File: src/rtl/uriscv_irq_ctrl_pkg.sv
// Shared definitions for the uriscv interrupt controller: register offsets
// and the claim/complete FSM state encoding.
package uriscv_irq_ctrl_pkg;

    localparam logic [4:0] IRQ_OFF_PENDING = 5'h00;
    localparam logic [4:0] IRQ_OFF_ENABLE  = 5'h04;
    localparam logic [4:0] IRQ_OFF_EDGE    = 5'h08;
    localparam logic [4:0] IRQ_OFF_VBASE   = 5'h0C;
    localparam logic [4:0] IRQ_OFF_CLAIM   = 5'h10;
    localparam logic [4:0] IRQ_OFF_INSVC   = 5'h14;

    typedef enum logic {
        IRQ_ST_IDLE    = 1'b0,
        IRQ_ST_SERVICE = 1'b1
    } irq_state_e;

endpackage

File: src/rtl/uriscv_irq_sync.sv
// Per-source 2-flop synchronizer plus rising-edge detector on the
// synchronized level.
module uriscv_irq_sync (
    input  logic clk,
    input  logic rst_n,
    input  logic irq_i,
    output logic level_o,
    output logic rise_o
);

    logic r_meta;
    logic r_sync;
    logic r_prev;

    always_ff @(posedge clk or negedge rst_n) begin
        if (!rst_n) begin
            r_meta <= 1'b0;
            r_sync <= 1'b0;
            r_prev <= 1'b0;
        end else begin
            r_meta <= irq_i;
            r_sync <= r_meta;
            r_prev <= r_sync;
        end
    end

    assign level_o = r_sync;
    assign rise_o  = r_sync & ~r_prev;

endmodule

File: src/rtl/uriscv_irq_ctrl.sv
// Interrupt controller: pending/enable/edge registers, lowest-index priority,
// claim/complete handshake and vectored handler address.
module uriscv_irq_ctrl
    import uriscv_irq_ctrl_pkg::*;
#(
    parameter int NUM_IRQ = 8
) (
    input  logic               clk,
    input  logic               rst_n,
    input  logic [NUM_IRQ-1:0] irq_i,
    input  logic               req_i,
    input  logic               we_i,
    input  logic [4:0]         addr_i,
    input  logic [31:0]        wdata_i,
    output logic [31:0]        rdata_o,
    output logic               ack_o,
    output logic               intr_o,
    output logic [31:0]        isr_vector_o
);

    localparam int PADW = 32 - NUM_IRQ;

    logic [NUM_IRQ-1:0] w_level, w_rise;
    logic [NUM_IRQ-1:0] r_pend, r_en, r_edge;
    logic [31:2]        r_vbase;
    irq_state_e         r_state;
    logic [4:0]         r_insvc;
    logic [31:0]        r_rdata;
    logic               r_ack;

    logic [NUM_IRQ-1:0] w_qual, w_win_mask, w_clr, w_pend_nxt;
    logic [4:0]         w_win_id;
    logic               w_wr, w_rd, w_claim_take, w_complete;
    logic [31:0]        w_rdata;

    for (genvar gi = 0; gi < NUM_IRQ; gi++) begin : g_sync
        uriscv_irq_sync u_sync (
            .clk     (clk),
            .rst_n   (rst_n),
            .irq_i   (irq_i[gi]),
            .level_o (w_level[gi]),
            .rise_o  (w_rise[gi])
        );
    end

    assign w_wr = req_i & we_i;
    assign w_rd = req_i & ~we_i;

    // Lowest set bit wins; one-hot mask is used for the claim clear.
    assign w_qual     = r_pend & r_en;
    assign w_win_mask = w_qual & ~(w_qual - NUM_IRQ'(1));

    always_comb begin
        w_win_id = '0;
        for (int n = NUM_IRQ - 1; n >= 0; n--)
            if (w_qual[n]) w_win_id = 5'(n + 1);
    end

    assign w_claim_take = w_rd && (addr_i == IRQ_OFF_CLAIM) &&
                          (r_state == IRQ_ST_IDLE) && (w_win_id != 5'd0);
    assign w_complete   = w_wr && (addr_i == IRQ_OFF_CLAIM) &&
                          (r_state == IRQ_ST_SERVICE) && (wdata_i[4:0] == r_insvc);

    // A fresh edge beats a same-cycle clear; level sources just track the input.
    assign w_clr = ((w_wr && addr_i == IRQ_OFF_PENDING) ? wdata_i[NUM_IRQ-1:0] : '0) |
                   (w_claim_take ? w_win_mask : '0);
    assign w_pend_nxt = (r_edge & (w_rise | (r_pend & ~w_clr))) | (~r_edge & w_level);

    always_comb begin
        w_rdata = '0;
        case (addr_i)
            IRQ_OFF_PENDING: w_rdata = {{PADW{1'b0}}, r_pend};
            IRQ_OFF_ENABLE:  w_rdata = {{PADW{1'b0}}, r_en};
            IRQ_OFF_EDGE:    w_rdata = {{PADW{1'b0}}, r_edge};
            IRQ_OFF_VBASE:   w_rdata = {r_vbase, 2'b00};
            IRQ_OFF_CLAIM:   w_rdata = w_claim_take ? {27'd0, w_win_id} : 32'd0;
            IRQ_OFF_INSVC:   w_rdata = {27'd0, r_insvc};
            default:         w_rdata = '0;
        endcase
    end

    always_ff @(posedge clk or negedge rst_n) begin
        if (!rst_n) begin
            r_pend  <= '0;
            r_en    <= '0;
            r_edge  <= '0;
            r_vbase <= '0;
            r_state <= IRQ_ST_IDLE;
            r_insvc <= '0;
            r_rdata <= '0;
            r_ack   <= 1'b0;
        end else begin
            r_pend <= w_pend_nxt;
            r_ack  <= req_i;
            if (req_i) r_rdata <= w_rdata;
            if (w_wr && addr_i == IRQ_OFF_ENABLE) r_en    <= wdata_i[NUM_IRQ-1:0];
            if (w_wr && addr_i == IRQ_OFF_EDGE)   r_edge  <= wdata_i[NUM_IRQ-1:0];
            if (w_wr && addr_i == IRQ_OFF_VBASE)  r_vbase <= wdata_i[31:2];
            case (r_state)
                IRQ_ST_IDLE: if (w_claim_take) begin
                    r_state <= IRQ_ST_SERVICE;
                    r_insvc <= w_win_id;
                end
                IRQ_ST_SERVICE: if (w_complete) begin
                    r_state <= IRQ_ST_IDLE;
                    r_insvc <= '0;
                end
                default: r_state <= IRQ_ST_IDLE;
            endcase
        end
    end

    assign rdata_o      = r_rdata;
    assign ack_o        = r_ack;
    assign intr_o       = (r_state == IRQ_ST_IDLE) && (w_win_id != 5'd0);
    assign isr_vector_o = {r_vbase, 2'b00} + {25'd0, w_win_id, 2'b00};

endmodule
File: config.mk
export PLATFORM = sky130hd
export DESIGN_NAME = uriscv_irq_ctrl
export DESIGN_NICKNAME = d
export VERILOG_FILES = /design/src/rtl/uriscv_irq_ctrl_pkg.sv /design/src/rtl/uriscv_irq_sync.sv /design/src/rtl/uriscv_irq_ctrl.sv
export SDC_FILE = /design/constraint.sdc
export NUM_CORES = 1
export LEC_CHECK = 0
export CORE_MARGIN = 2
export CORE_UTILIZATION = 46
export CTS_CLUSTER_SIZE = 30
export DETAILED_ROUTE_END_ITERATION = 16
export PLACE_DENSITY = 0.8
export SYNTH_ARGS = -nofsm -noshare
export SYNTH_HDL_FRONTEND = slang
export SYNTH_HIERARCHICAL = 1
export SYNTH_SLANG_ARGS = --single-unit
File: constraint.sdc
create_clock -name clk -period 4.05 [get_ports clk]
set_input_delay 1.215 -clock clk [delete_from_list [all_inputs] [get_ports clk]]
set_output_delay 1.215 -clock clk [all_outputs]
set_load 0.03 [all_outputs]
* After elaboration in Yosys (flattened, before gate mapping)
Index checks and enable logic that the tools add are counted.
** Operators by class
- Bitwise operators :: 31
- Add/sub/neg operators :: 2
- Eq/ne operators :: 8
- Mux-type cells :: 18
- Reductions and logical operators :: 14
** Operators with widths (count)
- one-hot mux 32 bit (6 select lines) :: 1
- AND 8 bit :: 5
- two-way mux 5 bit :: 8
- adder 32 x 7 -> 32 bit :: 1
- NOT 8 bit :: 3
- OR 8 bit :: 3
- two-way mux 8 bit :: 2
- two-way mux 4 bit :: 3
- logical AND 1 bit :: 11
- AND 1 bit :: 10
- == test 5 x 4 -> 1 bit (second input constant) :: 2
- == test 5 bit (second input constant) :: 2
- NOT 1 bit :: 10
- one-hot mux 5 bit (2 select lines) :: 1
- subtractor 8 x 1 -> 8 bit (second input constant) :: 1
- == test 5 x 3 -> 1 bit (second input constant) :: 1
- == test 5 bit :: 1
- zero test 5 bit :: 1
- nonzero test 5 bit :: 1
- two-way mux 1 bit :: 2
- != test 2 x 1 -> 1 bit (second input constant) :: 1
- != test 2 bit (second input constant) :: 1
- one-hot mux 1 bit (2 select lines) :: 1
- AND reduction 2 bit :: 1
** Word-level totals
- Flip-flop bits (word level) :: 117
- Input port bits :: 49
- Word-level logic and storage cells :: 105
- Output and inout bits :: 66

* Depth between registers and ports, before layout
Gate-level depths: netlist of the first run.
- Depth in word-level cells :: 18
- Depth in mapped cells :: 11
- Mapped depth without buffers :: 11

* By module
Netlist of the first run, hierarchy kept.
** Modules (own cells, without submodules)
- uriscv_irq_ctrl :: cells an instance 419, instances 1, area an instance 4697.0 um^2
- uriscv_irq_sync :: cells an instance 4, instances 8, area an instance 88.8 um^2

* Worst setup path before layout of the first run
Ideal clock, no wire load.
- Path type :: register -> output
- Start :: reg r_pend[2]
- End :: out isr_vector_o[28]
- Cell stages (with the launch flop) :: 12
- Data arrival time :: 3162 ps
- Path slack :: -327 ps
- Data required time :: 2835 ps
- Cells stage by stage :: dfrtp_1 nand2_1 a32o_1 o21ai_0 ha_1 inv_1 fa_1 nand2b_1 a21oi_1 nand4b_1 nor3_1 xor2_1
** On the way
- Cells in the longest elaborated chain, start to end :: 5
** Ends and longest elaborated chain
- from (decl) :: line uriscv_irq_ctrl.sv:24 : logic [NUM_IRQ-1:0] r_pend, r_en, r_edge;
- from (signal assigned) :: line uriscv_irq_ctrl.sv:93 : r_pend <= w_pend_nxt;
- AND 8 bit :: line uriscv_irq_ctrl.sv:50 : assign w_qual = r_pend & r_en;
- two-way mux 5 bit (3 in series) :: line uriscv_irq_ctrl.sv:56 : if (w_qual[n]) w_win_id = 5'(n + 1);
- adder 32 x 7 -> 32 bit :: line uriscv_irq_ctrl.sv:116 : assign isr_vector_o = {r_vbase, 2'b00} + {25'd0, w_win_id, 2'b00};
- to (decl) :: line uriscv_irq_ctrl.sv:18 : output logic [31:0] isr_vector_o
No other way between the ends.

* Final worst setup path of the first run
- Start :: reg r_en[2]
- End :: out isr_vector_o[20]
** On the way
- Cells in the longest elaborated chain, start to end :: 5
** Ends and longest elaborated chain
- from (decl) :: line uriscv_irq_ctrl.sv:24
- from (signal assigned) :: line uriscv_irq_ctrl.sv:96 : if (w_wr && addr_i == IRQ_OFF_ENABLE) r_en <= wdata_i[NUM_IRQ-1:0];
- AND 8 bit :: line uriscv_irq_ctrl.sv:50
- two-way mux 5 bit (3 in series) :: line uriscv_irq_ctrl.sv:56
- adder 32 x 7 -> 32 bit :: line uriscv_irq_ctrl.sv:116
No other way between the ends.

==> qor.csv, run 1 <==
metric,value,unit
DR vias/cell,5.94,
CTS buffer count,17,
Crit Path Class,reg2out,
H-tree levels,4,
vias in the first global route,4597,
post-route cell area,8010,µm²
Max Slew Vio Count,0,
TritonRoute pass-1 iters,6,
first-pass GRT wire length,23900,µm
Hold Path Class,reg2reg,
Port-buffer cells,112,
hpwl dp,10100,µm
Area after DPL,6760,µm²
Worst Tran Pin Value,1.23,ns
Yosys cell types,55,
initial antenna violation count,0,
"Primary FF master, synth",dfrtp_1,
RSZ-0062 raised after global routing,true,
# diodes,0,
All-Layer GR Usage,24.5,%
worst path bufs/invs,4,
grt total ovfl,0,
largest net degree at the start of global routing,71,
total power,3910,µW
Cell Rows,39,
cell mode on critical path,buf_6,
1st-iter DRT viols,370,
Worst EP arrival,3.04,ns
"delay-heaviest family, CP",adder cells,
hold slack final,0.347,ns
critical path peak fanout,8,
die span in y,112,µm
Period minus WS final,4.26,ns
Crit. End Element,output port,
clock latency at the later pin of the worst-skew pair,0.42,ns
worst setup margin,-0.209,ns
syn avg cell area,12.0,µm²
Via Count,4534,
critical path depth,14,
final setup violation count,26,
failing checks,negative setup slack,
final period utilization,105,%
"top cells by area, synth","dfrtp_1, mux2_2, a22o_1, xnor2_1, nand2_1",
CTS Hold Bufs,0,
CTS Buffer Depth,2,
GP Congestion,0.942,
post-synthesis instance total,451,
post-route ant nets,0,
top post-synthesis cells by count,"dfrtp_1, mux2_2, nand2_1",
Inst Count DP,709,
share of cells above drive strength 1,34.8,%
Die X-Extent,112,µm
worst vdd ir,0.360,mV
Leak Pwr,0.00364,µW
Synth warnings,6,
hold depth,0,
"EDFF count, synth",0,
CP peak stage delay,0.37,ns
Ports,115,
Final #Nets,661,
clock-pin slew on the worst setup and hold paths,0.06,ns
initial core utilization,47.2,%
synthesis-to-finish area growth,48.1,%
flop and latch count out of synthesis,116,
CTS tree,done,
max cap viols,0,
slew margin rel.,17.7,%
synthesized cell area,5410,µm²
clk sinks,116,
fmax,235,MHz
DR WL/cell,21.1,µm
R2R cell count,9,
PD cells,489,nW/µm²
status,finished with violations,
post-synthesis sequential area ratio,53.7,%
Fin. Hold Viols,0,
Post-Route Skew,0.00788,ns
"Data required, critical path",2.83,ns
"area leader, netlist",dfrtp_1,
CP Launch Type,flop,
Die ar.,12600,µm²
Residual DRC,0,
"count leader, synth",dfrtp_1,
WL final,16100,µm
CP Cell Sequence,"buf_6, a22o_1, a31oi_1, o21ai_2, ha_2, inv_2, fa_2, nand2b_4, a21oi_4, buf_6, nand3_2, nor2_2, xor2_1, buf_4",
Placement Setup Slack,0.0293,ns
area share of the largest cell type after synthesis,53.7,%
asr flop ratio synth,100,%
fin cells,763,
clock root buffer,clkbuf_16,
fill count,746,
CP max stage cell,dfrtp_1,
Core Box Area,11500,µm²
power by group:
| part | internal, µW | leakage, µW | switching, µW |
|---|---|---|---|
| logic | 373 | 0.00180 | 419 |
| registers | 1250 | 0.00151 | 123 |
| clock network | 1200 | 0.000328 | 544 |
| total | 2830 | 0.00364 | 1090 |
repair_timing:
action                                  4_1_cts  5_1_grt
pin swaps                                    12       18
gates resized for setup                      40       54
endpoints found under the setup margin       29       27
gates cloned                                  0        0
setup buffers                                16        6
kinds of logic (layout without fill, tap and decap cells):
kind of cell             after synthesis  after routing  share of synthesized area [%]
AND/OR/NAND/NOR                      135            135                           14.6
adder cells (fa/ha/maj)                5              5                           1.30
XOR/XNOR                              32             32                           5.18
flip-flops                           116            116                           53.7
other                                  1              2                         0.0693
AO/OA/AOI/OAI                         75             75                           10.7
multiplexers                          57             57                           12.1
buffers and inverters                 30            198                           2.43
cell type report:
type | instances | area [µm²] | area share, %
Timing Repair Buffer | 156 | 1460 | 18.2
Clock buffer | 20 | 467 | 5.83
Clock inverter | 12 | 225 | 2.81
Inverter | 10 | 37.5 | 0.469
Multi-Input combinational cell | 306 | 2740 | 34.2
Sequential cell | 116 | 2900 | 36.3
Tap cell | 143 | 179 | 2.23
cells in the final DEF, fill, tap and decap left out, types with 5 or more instances in the layout:
cell type        Yosys  final
a21oi_1             10      9
a22o_1              26     26
and3_1               6      5
buf_4                2     52
buf_6                1     17
bufinv_16            0      6
clkbuf_16            0     17
clkdlybuf4s50_1      0     82
dfrtp_1            116    116
inv_1               10      8
mux2_2              46     46
mux2i_1              9      9
nand2_1             36     32
nand3_1             19     15
nand4_1             13     13
nor2_1              20     12
nor2b_4              8      8
nor3_1               8      5
xnor2_1             21     14
xnor2_2              0      7
xor2_1              11      6
xor2_2               0      5
registers in the layout, indices dropped and copies added (netlist names):
register               flops
g_sync.u_sync/level_o      8
rdata_o                   32
r_insvc                    4
ack_o                      1
g_sync.u_sync/r_prev       8
r_en                       8
g_sync.u_sync/r_meta       8
r_pend                     8
r_state                    1
r_edge                     8
r_vbase                   30
routing by layer:
layer | up-vias | share of wire [%] | GRT usage [%]
met4 | 0 | 2.9 | 9.84
li1 | 1966 | - | -
met2 | 201 | 49 | 39.0
met1 | 2332 | 41 | 31.9
met3 | 35 | 6.1 | 6.97
met5 | - | 0 | 0
path summary, 6_finish.rpt:
path | from | end | slack [ns]
min in group asynchronous | rst_n | g_sync[4].u_sync/r_meta | 0.80
max in group asynchronous | rst_n | rdata_o[24] | 2.46
setup reg to reg | r_en[1] | r_pend[2] | 1.72
setup / recovery | r_en[2] | isr_vector_o[20] | -0.21
hold reg to reg | g_sync[2].u_sync/r_meta | g_sync[2].u_sync/level_o | 0.35
hold / removal | g_sync[2].u_sync/r_meta | g_sync[2].u_sync/level_o | 0.35
through the flow:
step / util [%] / TNS, ns
2_1_floorplan: - / 0
3_3_place_gp: 58.9 / 0
3_5_place_dp: 58.9 / 0
4_1_cts: 67.1 / -0.784
5_1_grt: 69.8 / -4.91
6_report: 69.8 / -2.41
Note: power is estimated with default switching activity, not from simulation.
==> run 2, diff against run 1 <==
Settings changed: CELL_PAD_IN_SITES_DETAIL_PLACEMENT set to 0, CELL_PAD_IN_SITES_GLOBAL_PLACEMENT set to 2, CORE_UTILIZATION 46 to 30.
==> qor.csv, run 2 (same netlist as run 1, synthesis figures left out) <==
metric,value,unit
status,finished with violations,
failing checks,negative setup slack,
Final #Nets,668,
post-route cell area,8070,µm²
cell mode on critical path,buf_6,
total power,3550,µW
die span in y,138,µm
1st-iter DRT viols,313,
H-tree levels,4,
CTS tree,done,
synthesis-to-finish area growth,49.3,%
"Data required, critical path",2.83,ns
max reg flops,32,
Crit. End Element,output port,
slew margin rel.,45.1,%
clk sinks,116,
"delay-heaviest family, CP",compound AO/OA/AOI/OAI gates,
Period minus WS final,4.27,ns
hpwl dp,11100,µm
fmax,234,MHz
max cap viols,0,
PD cells,440,nW/µm²
Cell Rows,49,
clock latency at the later pin of the worst-skew pair,0.42,ns
area of the multi-input gates,2750,µm²
critical path peak fanout,4,
post-route ant nets,0,
TritonRoute pass-1 iters,5,
grt total ovfl,0,
worst path bufs/invs,3,
# diodes,0,
Post-Route Skew,0.0122,ns
clock root buffer,clkbuf_16,
Inst Count DP,801,
CP Cell Sequence,"nand2_2, a32o_2, o21ai_2, ha_2, inv_2, fa_2, nand2b_4, a21oi_4, nand4b_1, buf_6, nor3_2, xor2_2, buf_6",
RSZ-0062 raised after global routing,true,
Via Count,4367,
initial core utilization,30.3,%
WL final,15900,µm
CTS Buffer Depth,2,
Fin Setup TNS,-2.62,ns
Storage cell area,2900,µm²
DR vias/cell,5.10,
final period utilization,106,%
worst setup margin,-0.223,ns
Port-buffer cells,112,
Die X-Extent,138,µm
"commonest non-fill, non-tap cells in the layout","dfrtp_1, clkdlybuf4s50_1, buf_4",
Worst Tran Pin Value,0.817,ns
CP Launch Type,flop,
Max Slew Vio Count,0,
Leak Pwr,0.00365,µW
fin cells,856,
final setup violation count,24,
Placement Setup Slack,0.00150,ns
initial antenna violation count,0,
worst vdd ir,0.316,mV
DR WL/cell,18.6,µm
Hold Path Class,reg2reg,
CP max stage cell,dfrtp_1,
CP peak stage delay,0.39,ns
fill count,1625,
first-pass GRT wire length,25000,µm
clock-pin slew on the worst setup and hold paths,0.05,ns
Worst EP arrival,3.06,ns
vias in the first global route,4468,
CTS buffer count,17,
All-Layer GR Usage,16.8,%
Core Box Area,17800,µm²
Die ar.,19100,µm²
GP Congestion,0.930,
"commonest non-fill, non-tap cell in the layout",dfrtp_1,
largest net degree at the start of global routing,58,
share of cells above drive strength 1,35.2,%
Ports,115,
Fin. Hold Viols,0,
Crit Path Class,reg2out,
Residual DRC,0,
Area after DPL,6920,µm²
CTS Hold Bufs,0,
-- run 2: changes by cell type in the layout (fill, tap and decap cells not counted), sizes merged --
cell and delta:
bufinv -5, buf +7, clkbuf +2, clkinvlp -2, clkinv +5
-- run 2: report_power, final --
part           internal (µW)  switching, µW  leakage, µW  total [µW]
Clock                    883            520     0.000279        1400
Combinational            378            399      0.00186         777
Sequential              1250            119      0.00151        1370
Total                   2510           1040      0.00365        3550
-- run 2: repair_timing --
| item | CTS | global route |
|---|---|---|
| gates cloned | 0 | 0 |
| pin swaps | 15 | 23 |
| gates resized for setup | 30 | 70 |
| hold endpoints to repair | 0 | 0 |
| buffers inserted | 8 | 15 |
| endpoints found under the setup margin | 29 | 27 |
-- run 2: path summary, 6_finish.rpt --
path / startpoint / endpoint / slack, ns / depth (start not counted)
hold reg to reg: g_sync[4].u_sync/r_meta / g_sync[4].u_sync/level_o / 0.34 / 0
setup / recovery: r_pend[2] / isr_vector_o[28] / -0.22 / 13
min in group asynchronous: rst_n / g_sync[0].u_sync/r_meta / 0.75 / 1
hold / removal: g_sync[4].u_sync/r_meta / g_sync[4].u_sync/level_o / 0.34 / 0
setup reg to reg: r_pend[2] / r_pend[2] / 1.85 / 7
max in group asynchronous: rst_n / r_vbase[9] / 2.53 / 2
-- run 2: cell type report --
cell class / count / share of cell area, %
flip-flops and latches: 116 / 36.0
clock buffers: 22 / 5.87
clock inverters: 10 / 1.01
well taps: 229 / 3.55
repair buffers: 163 / 19.1
inverters: 10 / 0.465
multi-input cells: 306 / 34.0
-- run 2: through the flow --
stage	utilization, %	hold WS, ns
after floorplan	-	0.331
after global placement	38.8	0.333
after detailed placement	38.8	0.335
after CTS	42.8	0.346
after global routing	45.3	0.362
final	45.3	0.345
-- run 2: layer usage --
layer	part of all wire (%)	wire (µm)	track usage [%]
met5	0	0	0
met3	5.6	893	4.09
met2	46	7320	24.9
met1	45	7140	23.0
met4	3.5	550	8.59
==> run 3, diff against run 2 <==
Settings changed: TNS_END_PERCENT set to 1.
==> qor.csv, run 3 (same netlist as run 1, synthesis figures left out) <==
metric,value,unit
RR Endpoint,r_pend[2],
1st-iter DRT viols,298,
clock latency at the later pin of the worst-skew pair,0.41,ns
Leak Pwr,0.00341,µW
total power,3510,µW
largest net degree at the start of global routing,61,
first-pass GRT wire length,24200,µm
clock-pin slew on the worst setup and hold paths,0.05,ns
# diodes,0,
max cap viols,0,
max reg flops,32,
Die X-Extent,138,µm
fill count,1679,
hpwl dp,11000,µm
Residual DRC,0,
Final #Nets,645,
initial antenna violation count,0,
Post-Route Skew,0.00874,ns
Via Count,4236,
"commonest non-fill, non-tap cell in the layout",dfrtp_1,
worst setup margin,-0.126,ns
R2R setup slack,1.88,ns
Worst EP arrival,2.96,ns
R2R cell count,8,
"commonest non-fill, non-tap cells in the layout","dfrtp_1, clkdlybuf4s50_1, buf_4",
Worst Tran Pin Value,0.857,ns
Hold Path Class,reg2reg,
hold depth,0,
die span in y,138,µm
status,finished with violations,
Period minus WS final,4.18,ns
Crit Path Class,reg2out,
synthesis-to-finish area growth,40.8,%
fin cells,829,
grt total ovfl,0,
Placement Setup Slack,-0.0183,ns
share of cells above drive strength 1,28.2,%
vias in the first global route,4257,
TritonRoute pass-1 iters,5,
failing checks,negative setup slack,
Crit. End Element,output port,
worst vdd ir,0.296,mV
clk sinks,116,
CP Launch Type,flop,
Final Util,42.7,%
DR WL/cell,18.6,µm
post-route ant nets,0,
fmax,239,MHz
GP Congestion,0.871,
worst setup path start,r_pend[2],
final setup violation count,21,
PD cells,461,nW/µm²
CTS Buffer Depth,2,
"Data required, critical path",2.83,ns
end point of the critical path,isr_vector_o[28],
Ports,115,
Max Slew Vio Count,0,
reg2reg start,r_en[2],
Cell Rows,49,
initial core utilization,30.3,%
final period utilization,103,%
slew margin rel.,42.4,%
Port-buffer cells,112,
H-tree levels,4,
RSZ-0062 raised after global routing,true,
DR vias/cell,5.11,
WL final,15400,µm
critical path peak fanout,4,
Core Box Area,17800,µm²
All-Layer GR Usage,16.3,%
CTS buffer count,17,
clock root buffer,clkbuf_16,
Inst Count DP,796,
Die ar.,19100,µm²
CTS tree,done,
Fin. Hold Viols,0,
run 3: critical path, stage by stage, from the launching register on:
cell	delay, ns
dfrtp_1	0.35
nand2_1	0.08
a32o_2	0.27
o21ai_2	0.16
ha_2	0.20
inv_1	0.05
fa_2	0.35
nand2b_4	0.15
a21oi_4	0.17
nand4b_1	0.22
nor3_2	0.23
xor2_2	0.17
buf_6	0.15
run 3: power breakdown:
| group | internal [µW] | switching [µW] |
|---|---|---|
| Clock | 968 | 496 |
| Sequential | 1250 | 110 |
| Combinational | 312 | 373 |
run 3: layout make-up:
type / instances / area, µm² / area share [%]
clock buffers: 23 / 498 / 6.54
flip-flops and latches: 116 / 2900 / 38.1
inverters: 10 / 37.5 / 0.493
well taps: 229 / 287 / 3.76
repair buffers: 140 / 1290 / 17.0
clock inverters: 5 / 75.1 / 0.986
multi-input cells: 306 / 2520 / 33.1
run 3: worst min path at each step:
stage | start | end | slack, ns
floorplan | g_sync[0].u_sync/r_meta | g_sync[0].u_sync/level_o | 0.33
global placement | g_sync[2].u_sync/r_meta | g_sync[2].u_sync/level_o | 0.33
detailed placement | g_sync[6].u_sync/r_meta | g_sync[6].u_sync/level_o | 0.34
CTS | g_sync[6].u_sync/r_meta | g_sync[6].u_sync/level_o | 0.35
global route | g_sync[6].u_sync/r_meta | g_sync[6].u_sync/level_o | 0.35
finish | g_sync[6].u_sync/r_meta | g_sync[6].u_sync/level_o | 0.34
run 3: through the flow:
step / cell area (µm²) / hold WS, ns / TNS, ns
after floorplan: 5440 / 0.331 / -0.112
after global placement: 6870 / 0.334 / 0
after detailed placement: 6870 / 0.336 / -0.0183
after CTS: 7550 / 0.348 / -2.95
after global routing: 7610 / 0.350 / -6.82
final: 7610 / 0.344 / -1.49
run 3: per-layer routing:
layer / GRT usage (%) / up-vias / wire, µm
li1: - / 1930 / -
met2: 25.5 / 125 / 7350
met4: 6.98 / 0 / 420
met1: 22.0 / 2150 / 6940
met5: 0 / - / 0
met3: 3.46 / 31 / 672
run 3: repair_timing:
| item | in CTS | in global routing |
|---|---|---|
| gates cloned | 0 | 0 |
| pin swaps | 8 | 7 |
| gates resized for setup | 19 | 16 |
| hold buffers | 0 | 0 |
| setup buffers | 5 | 0 |
| endpoints found under the setup margin | 29 | 27 |
